File: src/rtl/keypad_scanner.sv
// Time-shared matrix keypad scanner: per-key debounce and a FWFT press/release event FIFO.
// Optional macro KEYPAD_SCANNER_MULTI_REJECT_EN discards row samples with more than one closed column.
module keypad_scanner #(
  parameter int ROWS         = 4,
  parameter int COLS         = 4,
  parameter int SCAN_DIV     = 8,
  parameter int STABLE_SCANS = 3,
  parameter int FIFO_DEPTH   = 4,
  parameter int KW           = $clog2(ROWS*COLS)
) (
  input  logic                 clk,
  input  logic                 anrst,
  input  logic                 ena,
  output logic [ROWS-1:0]      row_out,
  input  logic [COLS-1:0]      col_in,
  output logic [ROWS*COLS-1:0] key_state,
  output logic                 evt_valid,
  input  logic                 evt_ready,
  output logic [KW-1:0]        evt_code,
  output logic                 evt_press,
  output logic                 evt_drop
);

  localparam int NKEYS = ROWS * COLS;
  localparam int RW    = (ROWS > 1) ? $clog2(ROWS) : 1;
  localparam int CLW   = (COLS > 1) ? $clog2(COLS) : 1;
  localparam int DW    = $clog2(SCAN_DIV);
  localparam int SW    = (STABLE_SCANS > 1) ? $clog2(STABLE_SCANS) : 1;
  localparam int AW    = $clog2(FIFO_DEPTH);
  localparam int PW    = AW + 1;

  localparam logic [1:0] ST_SETTLE = 2'd0;
  localparam logic [1:0] ST_SAMPLE = 2'd1;
  localparam logic [1:0] ST_UPDATE = 2'd2;

  logic [1:0]       state_q, state_d;
  logic [DW-1:0]    div_q, div_d;
  logic [RW-1:0]    row_q, row_d;
  logic [CLW-1:0]   col_q, col_d;
  logic [COLS-1:0]  samp_q, samp_d;
  logic             rej_q, rej_d;
  logic [COLS-1:0]  sync1_q, sync1_d, sync2_q, sync2_d;
  logic [ROWS-1:0]  row_out_q, row_out_d;
  logic [NKEYS-1:0] key_state_q, key_state_d;
  logic [SW-1:0]    cnt_q [NKEYS];
  logic [SW-1:0]    cnt_d [NKEYS];

  logic [KW-1:0]    key_idx;
  logic             multi_hit;
  logic             push;
  logic [KW-1:0]    push_code;
  logic             push_press;

  logic [KW:0]      mem [FIFO_DEPTH];
  logic [PW-1:0]    wr_ptr_q, wr_ptr_d, rd_ptr_q, rd_ptr_d;
  logic             drop_q, drop_d;
  logic             full, empty, pop, push_ok;
  logic [KW:0]      head;

  assign key_idx = KW'(int'(row_q) * COLS + int'(col_q));

`ifdef KEYPAD_SCANNER_MULTI_REJECT_EN
  // Several closed columns in one row can be a phantom rectangle; drop the whole row sample.
  assign multi_hit = ($countones(sync2_q) > 1);
`else
  assign multi_hit = 1'b0;
`endif

  // NOTE: every signal written here gets a default first so no latch is inferred.
  always_comb begin
    state_d     = state_q;
    div_d       = div_q;
    row_d       = row_q;
    col_d       = col_q;
    samp_d      = samp_q;
    rej_d       = rej_q;
    sync1_d     = sync1_q;
    sync2_d     = sync2_q;
    row_out_d   = row_out_q;
    key_state_d = key_state_q;
    cnt_d       = cnt_q;
    push        = 1'b0;
    push_code   = key_idx;
    push_press  = samp_q[col_q];

    if (ena) begin
      sync1_d = col_in;
      sync2_d = sync1_q;
      case (state_q)
        ST_SETTLE: begin
          if (div_q == DW'(SCAN_DIV - 1)) begin
            div_d   = '0;
            state_d = ST_SAMPLE;
          end else begin
            div_d = div_q + DW'(1);
          end
        end
        ST_SAMPLE: begin
          samp_d  = sync2_q;
          rej_d   = multi_hit;
          col_d   = '0;
          state_d = ST_UPDATE;
        end
        ST_UPDATE: begin
          if (!rej_q) begin
            if (samp_q[col_q] == key_state_q[key_idx]) begin
              cnt_d[key_idx] = '0;
            end else if (cnt_q[key_idx] == SW'(STABLE_SCANS - 1)) begin
              key_state_d[key_idx] = samp_q[col_q];
              cnt_d[key_idx]       = '0;
              push                 = 1'b1;
            end else begin
              cnt_d[key_idx] = cnt_q[key_idx] + SW'(1);
            end
          end
          if (col_q == CLW'(COLS - 1)) begin
            col_d   = '0;
            row_d   = (row_q == RW'(ROWS - 1)) ? '0 : row_q + RW'(1);
            state_d = ST_SETTLE;
          end else begin
            col_d = col_q + CLW'(1);
          end
        end
        default: state_d = ST_SETTLE;
      endcase
      row_out_d = ROWS'(1) << row_d;
    end
  end

  // NOTE: sequential state uses non-blocking assignments only; always_comb above uses blocking.
  always_ff @(posedge clk or negedge anrst) begin
    if (!anrst) begin
      state_q     <= ST_SETTLE;
      div_q       <= '0;
      row_q       <= '0;
      col_q       <= '0;
      samp_q      <= '0;
      rej_q       <= 1'b0;
      sync1_q     <= '0;
      sync2_q     <= '0;
      row_out_q   <= '0;
      key_state_q <= '0;
      cnt_q       <= '{default: '0};
    end else begin
      state_q     <= state_d;
      div_q       <= div_d;
      row_q       <= row_d;
      col_q       <= col_d;
      samp_q      <= samp_d;
      rej_q       <= rej_d;
      sync1_q     <= sync1_d;
      sync2_q     <= sync2_d;
      row_out_q   <= row_out_d;
      key_state_q <= key_state_d;
      cnt_q       <= cnt_d;
    end
  end

  // Event FIFO: pointers carry an extra wrap bit to tell full from empty.
  always_comb begin
    empty    = (wr_ptr_q == rd_ptr_q);
    full     = (wr_ptr_q[AW] != rd_ptr_q[AW]) && (wr_ptr_q[AW-1:0] == rd_ptr_q[AW-1:0]);
    pop      = !empty && evt_ready;
    push_ok  = push && (!full || pop);
    drop_d   = push && !push_ok;
    wr_ptr_d = wr_ptr_q + PW'(push_ok);
    rd_ptr_d = rd_ptr_q + PW'(pop);
  end

  always_ff @(posedge clk or negedge anrst) begin
    if (!anrst) begin
      wr_ptr_q <= '0;
      rd_ptr_q <= '0;
      drop_q   <= 1'b0;
    end else begin
      wr_ptr_q <= wr_ptr_d;
      rd_ptr_q <= rd_ptr_d;
      drop_q   <= drop_d;
    end
  end

  // NOTE: storage is left unreset; the pointers define validity and the outputs are masked when empty.
  always_ff @(posedge clk) begin
    if (push_ok) mem[wr_ptr_q[AW-1:0]] <= {push_code, push_press};
  end

  assign head      = mem[rd_ptr_q[AW-1:0]];
  assign evt_valid = !empty;
  assign evt_code  = empty ? '0 : head[KW:1];
  assign evt_press = empty ? 1'b0 : head[0];
  assign evt_drop  = drop_q;
  assign row_out   = row_out_q;
  assign key_state = key_state_q;

endmodule

File: config.mk
export PLATFORM = sky130hd
export DESIGN_NAME = keypad_scanner
export DESIGN_NICKNAME = d
export VERILOG_FILES = /design/src/rtl/keypad_scanner.sv
export SDC_FILE = /design/constraint.sdc
export NUM_CORES = 1
export LEC_CHECK = 0
export CELL_PAD_IN_SITES_DETAIL_PLACEMENT = 0
export CELL_PAD_IN_SITES_GLOBAL_PLACEMENT = 2
export CORE_MARGIN = 1
export CORE_UTILIZATION = 30
export DETAILED_ROUTE_END_ITERATION = 8
export MAX_ROUTING_LAYER = met4
export PLACE_DENSITY = 0.61
export SLEW_MARGIN = 20
export SYNTH_ARGS = -nofsm -noshare
export SYNTH_HDL_FRONTEND = slang
export SYNTH_SLANG_ARGS = --single-unit
File: constraint.sdc
create_clock -name clk -period 9.2 [get_ports clk]
set_input_delay 1.84 -clock clk [delete_from_list [all_inputs] [get_ports clk]]
set_output_delay 1.84 -clock clk [all_outputs]
set_load 0.005 [all_outputs]
==> summary.txt <==
Outcome
  • Status: finished, final reports clean

Floorplanning
  • Site row count: 46
  • CORE AREA: ~16,000 um^2
  • Die area: around 17,000 um^2
  • Starting density of the core: ~31%
  • IO Pins: 35
  • Die W: around 130 um
  • Die Ht: 130 um

GRT
  • Vias in the first global route: around 3,300
  • First-pass GRT wire length: ~19,000 um
  • Global route total overflow: 0
  • Initial antenna violation count: 0
  • Pin count of the biggest net entering global routing: 57
  • Total Routing Usage GR: between 10% and 20%

Drt
  • Final WL: 11,800 um
  • DRT antenna net count: 0
  • Vias per inst: 5.01
  • Residual DRC: 0
  • DRT iter0 DRCs: around 280
  • Vias: approximately 3,300
  • WL/cell: 18.0 um
  • Drt pass-1 iters: 4

Clock tree
  • Worst skew pair latency: ~350 ps
  • H-tree Lvls: 3
  • Post-CTS sizing: 0
  • Postcts setup bufs: 0
  • Post-CTS Hold Buffers: 0
  • CTS tree: built
  • CTS Root Cell: clkbuf_16
  • Clk sink count: 100
  • Max Buffers Root-to-Sink: 2
  • Clock-pin slew of the registers on the worst-case setup and hold paths: 70 ps
  • CTS Buf Count: 9

Yosys
  • Asr flop ratio synth: between 80% and 90%
  • Synth area leader: dfrtp_1
  • Number of synthesis warnings: 0
  • Share of the synthesized area in the top cell type: between 40% and 50%
  • Synth area leaders: dfrtp_1 41%, edfxtp_1 12%, mux4_2 9.2%
  • Avg Cell Area, Syn: about 12 um^2
  • Number of synthesized flops with an enable pin: 20
  • Primary FF master, synth: dfrtp_1
  • Netlist cell types: 38
  • Synth Instances: 410
  • Count leader, synth: dfrtp_1
  • Synthesized area: between 4000 and 5000 um^2
  • Post-synth top cells: 80 x dfrtp_1, 62 x nand2_1, 33 x inv_1, 20 x edfxtp_1, 20 x mux4_2
  • Register bit total from synthesis: 100
  • Seq/Total Area, Yosys: 53.1%
  • Mapped Nets: around 440

Cells and area
  • Layout cells sized above 1: ~14%
  • Reg area: about 2600 um^2
  • Area grow syn2layout: 17.7%
  • Fin nets: approximately 470
  • Area of the multi-input gates: between 2000 and 2500 um^2
  • Antenna diodes: 0
  • Fillers: roughly 1,600

Min path
  • Hold Path Class: reg2reg

Critical path
  • Startpoint Class: flop
  • CP Data Arrival Time: ~2400 ps
  • CP max FO: 7
  • Crit end category: output port
  • Worst EP required: about 7400 ps
  • Crit Path Class: reg2out
  • R2R setup slack: about 5200 ps

Timing
  • Slack of the critical path: around 5000 ps
  • Post-route setup TNS: 0 ps
  • WHS: between 400 and 500 ps
  • Final Hold Fails: 0
  • RSZ-0062 raised after global routing: false
  • Slew margin rel.: between 30% and 40%
  • Fmax: 0.238 GHz
  • Endpoints failing setup: 0
  • Min Clock Period, post-route: between 4000 and 5000 ps
  • Fin. max-slew vios: 0
  • Worst-Margin Slew: about 900 ps
  • Final worst path period share: a little under half
  • Final clock skew: ~7.5 ps

Place
  • Port-buffer cells: 34
  • Detailed placer's ending HPWL: 7960 um
  • Placer Congestion: approximately 0.74
  • Worst slack at placement: roughly 4600 ps

Flow run
  • Max-cap viol count: 0

Power
  • Pwr dens: 241 nW/um^2
  • VDD IR-drop max: roughly 0.098 mV
  • Leakage power: between 2 and 2.5 nW
-- final timing paths --
path	start	end	cells past startpoint
worst max-delay path	rd_ptr_q[0]	evt_code[2]	4
worst min-delay path	cnt_q[15]	cnt_q[15]	2
min in group asynchronous	anrst	key_state[0]	1
max in group asynchronous	anrst	div_q[1]	2
worst min register to register	cnt_q[15]	cnt_q[15]	2
worst max register to register	col_q[0]	mem[0][3]	9
-- layout make-up --
class / instances / area share (%)
repair buffers: 40 / 6.64
multi-input cells: 254 / 36.1
well taps: 216 / 4.69
clock buffers: 9 / 3.91
inverters: 33 / 2.15
flip-flops and latches: 100 / 45.2
clock inverters: 7 / 1.37
-- kinds of logic after synthesis --
logic type | synth area share, %
muxes | 13.4
AOI/OAI and AO/OA | 11.9
adders and majority gates | 4.85
DFF | 53.1
and+or+nand+nor | 10.7
buffers and inverters | 4.83
xor gates and xnor gates | 1.07
-- metal layers --
metal  global-route usage (%)  up-vias  part of all wire, %
met1                     20.4     1669                   48
met2                     23.8       60                   48
li1                         -     1564                    -
met3                     2.71        9                  3.2
met5                        -        -                    0
met4                     6.09        0                  1.1
-- power breakdown --
group / switching (mW) / leakage (nW) / internal (mW)
Clock: 0.177 / 0.153 / 0.216
Sequential: 0.0555 / 1.25 / 0.512
Combinational: 0.254 / 1.03 / 0.175
-- critical path, cell delays in order (launching register included) --
cell,delay (ps)
dfrtp_1,530
xor2_1,230
nor3b_1,660
nor2b_1,110
clkdlybuf4s50_1,480
-- sequential cells by signal, indices dropped and copies added, names as in the netlist --
| register | count |
|---|---|
| sync2_q | 4 |
| state_q | 2 |
| key_state | 16 |
| col_q | 2 |
| cnt_q | 32 |
| samp_q | 4 |
| sync1_q | 4 |
| mem | 20 |
| rd_ptr_q | 3 |
| wr_ptr_q | 3 |
| div_q | 3 |
| evt_drop | 1 |
| row_out | 4 |
| row_q | 2 |
-- per-stage QoR --
stage,util (%),power (mW),std cells,instance area [um^2]
floorplan,-,0.867,410,4900
global placement,34.3,1.01,643,5450
detailed placement,34.3,1.01,643,5450
CTS,36.2,1.41,659,5750
global route,36.3,1.47,659,5760
finish,36.3,1.39,659,5760
-- layout by cell type, fill, tap and decap left out, types with 16 or more instances in the layout --
| cell | count |
|---|---|
| a31oi_1 | 16 |
| dfrtp_1 | 80 |
| nand2_1 | 62 |
| o22a_1 | 16 |
| clkdlybuf4s50_1 | 33 |
| nor3_1 | 17 |
| edfxtp_1 | 20 |
| mux4_2 | 20 |
| o31ai_1 | 19 |
| ha_1 | 19 |
| inv_1 | 33 |
Note: power is estimated with default switching activity, not from simulation.
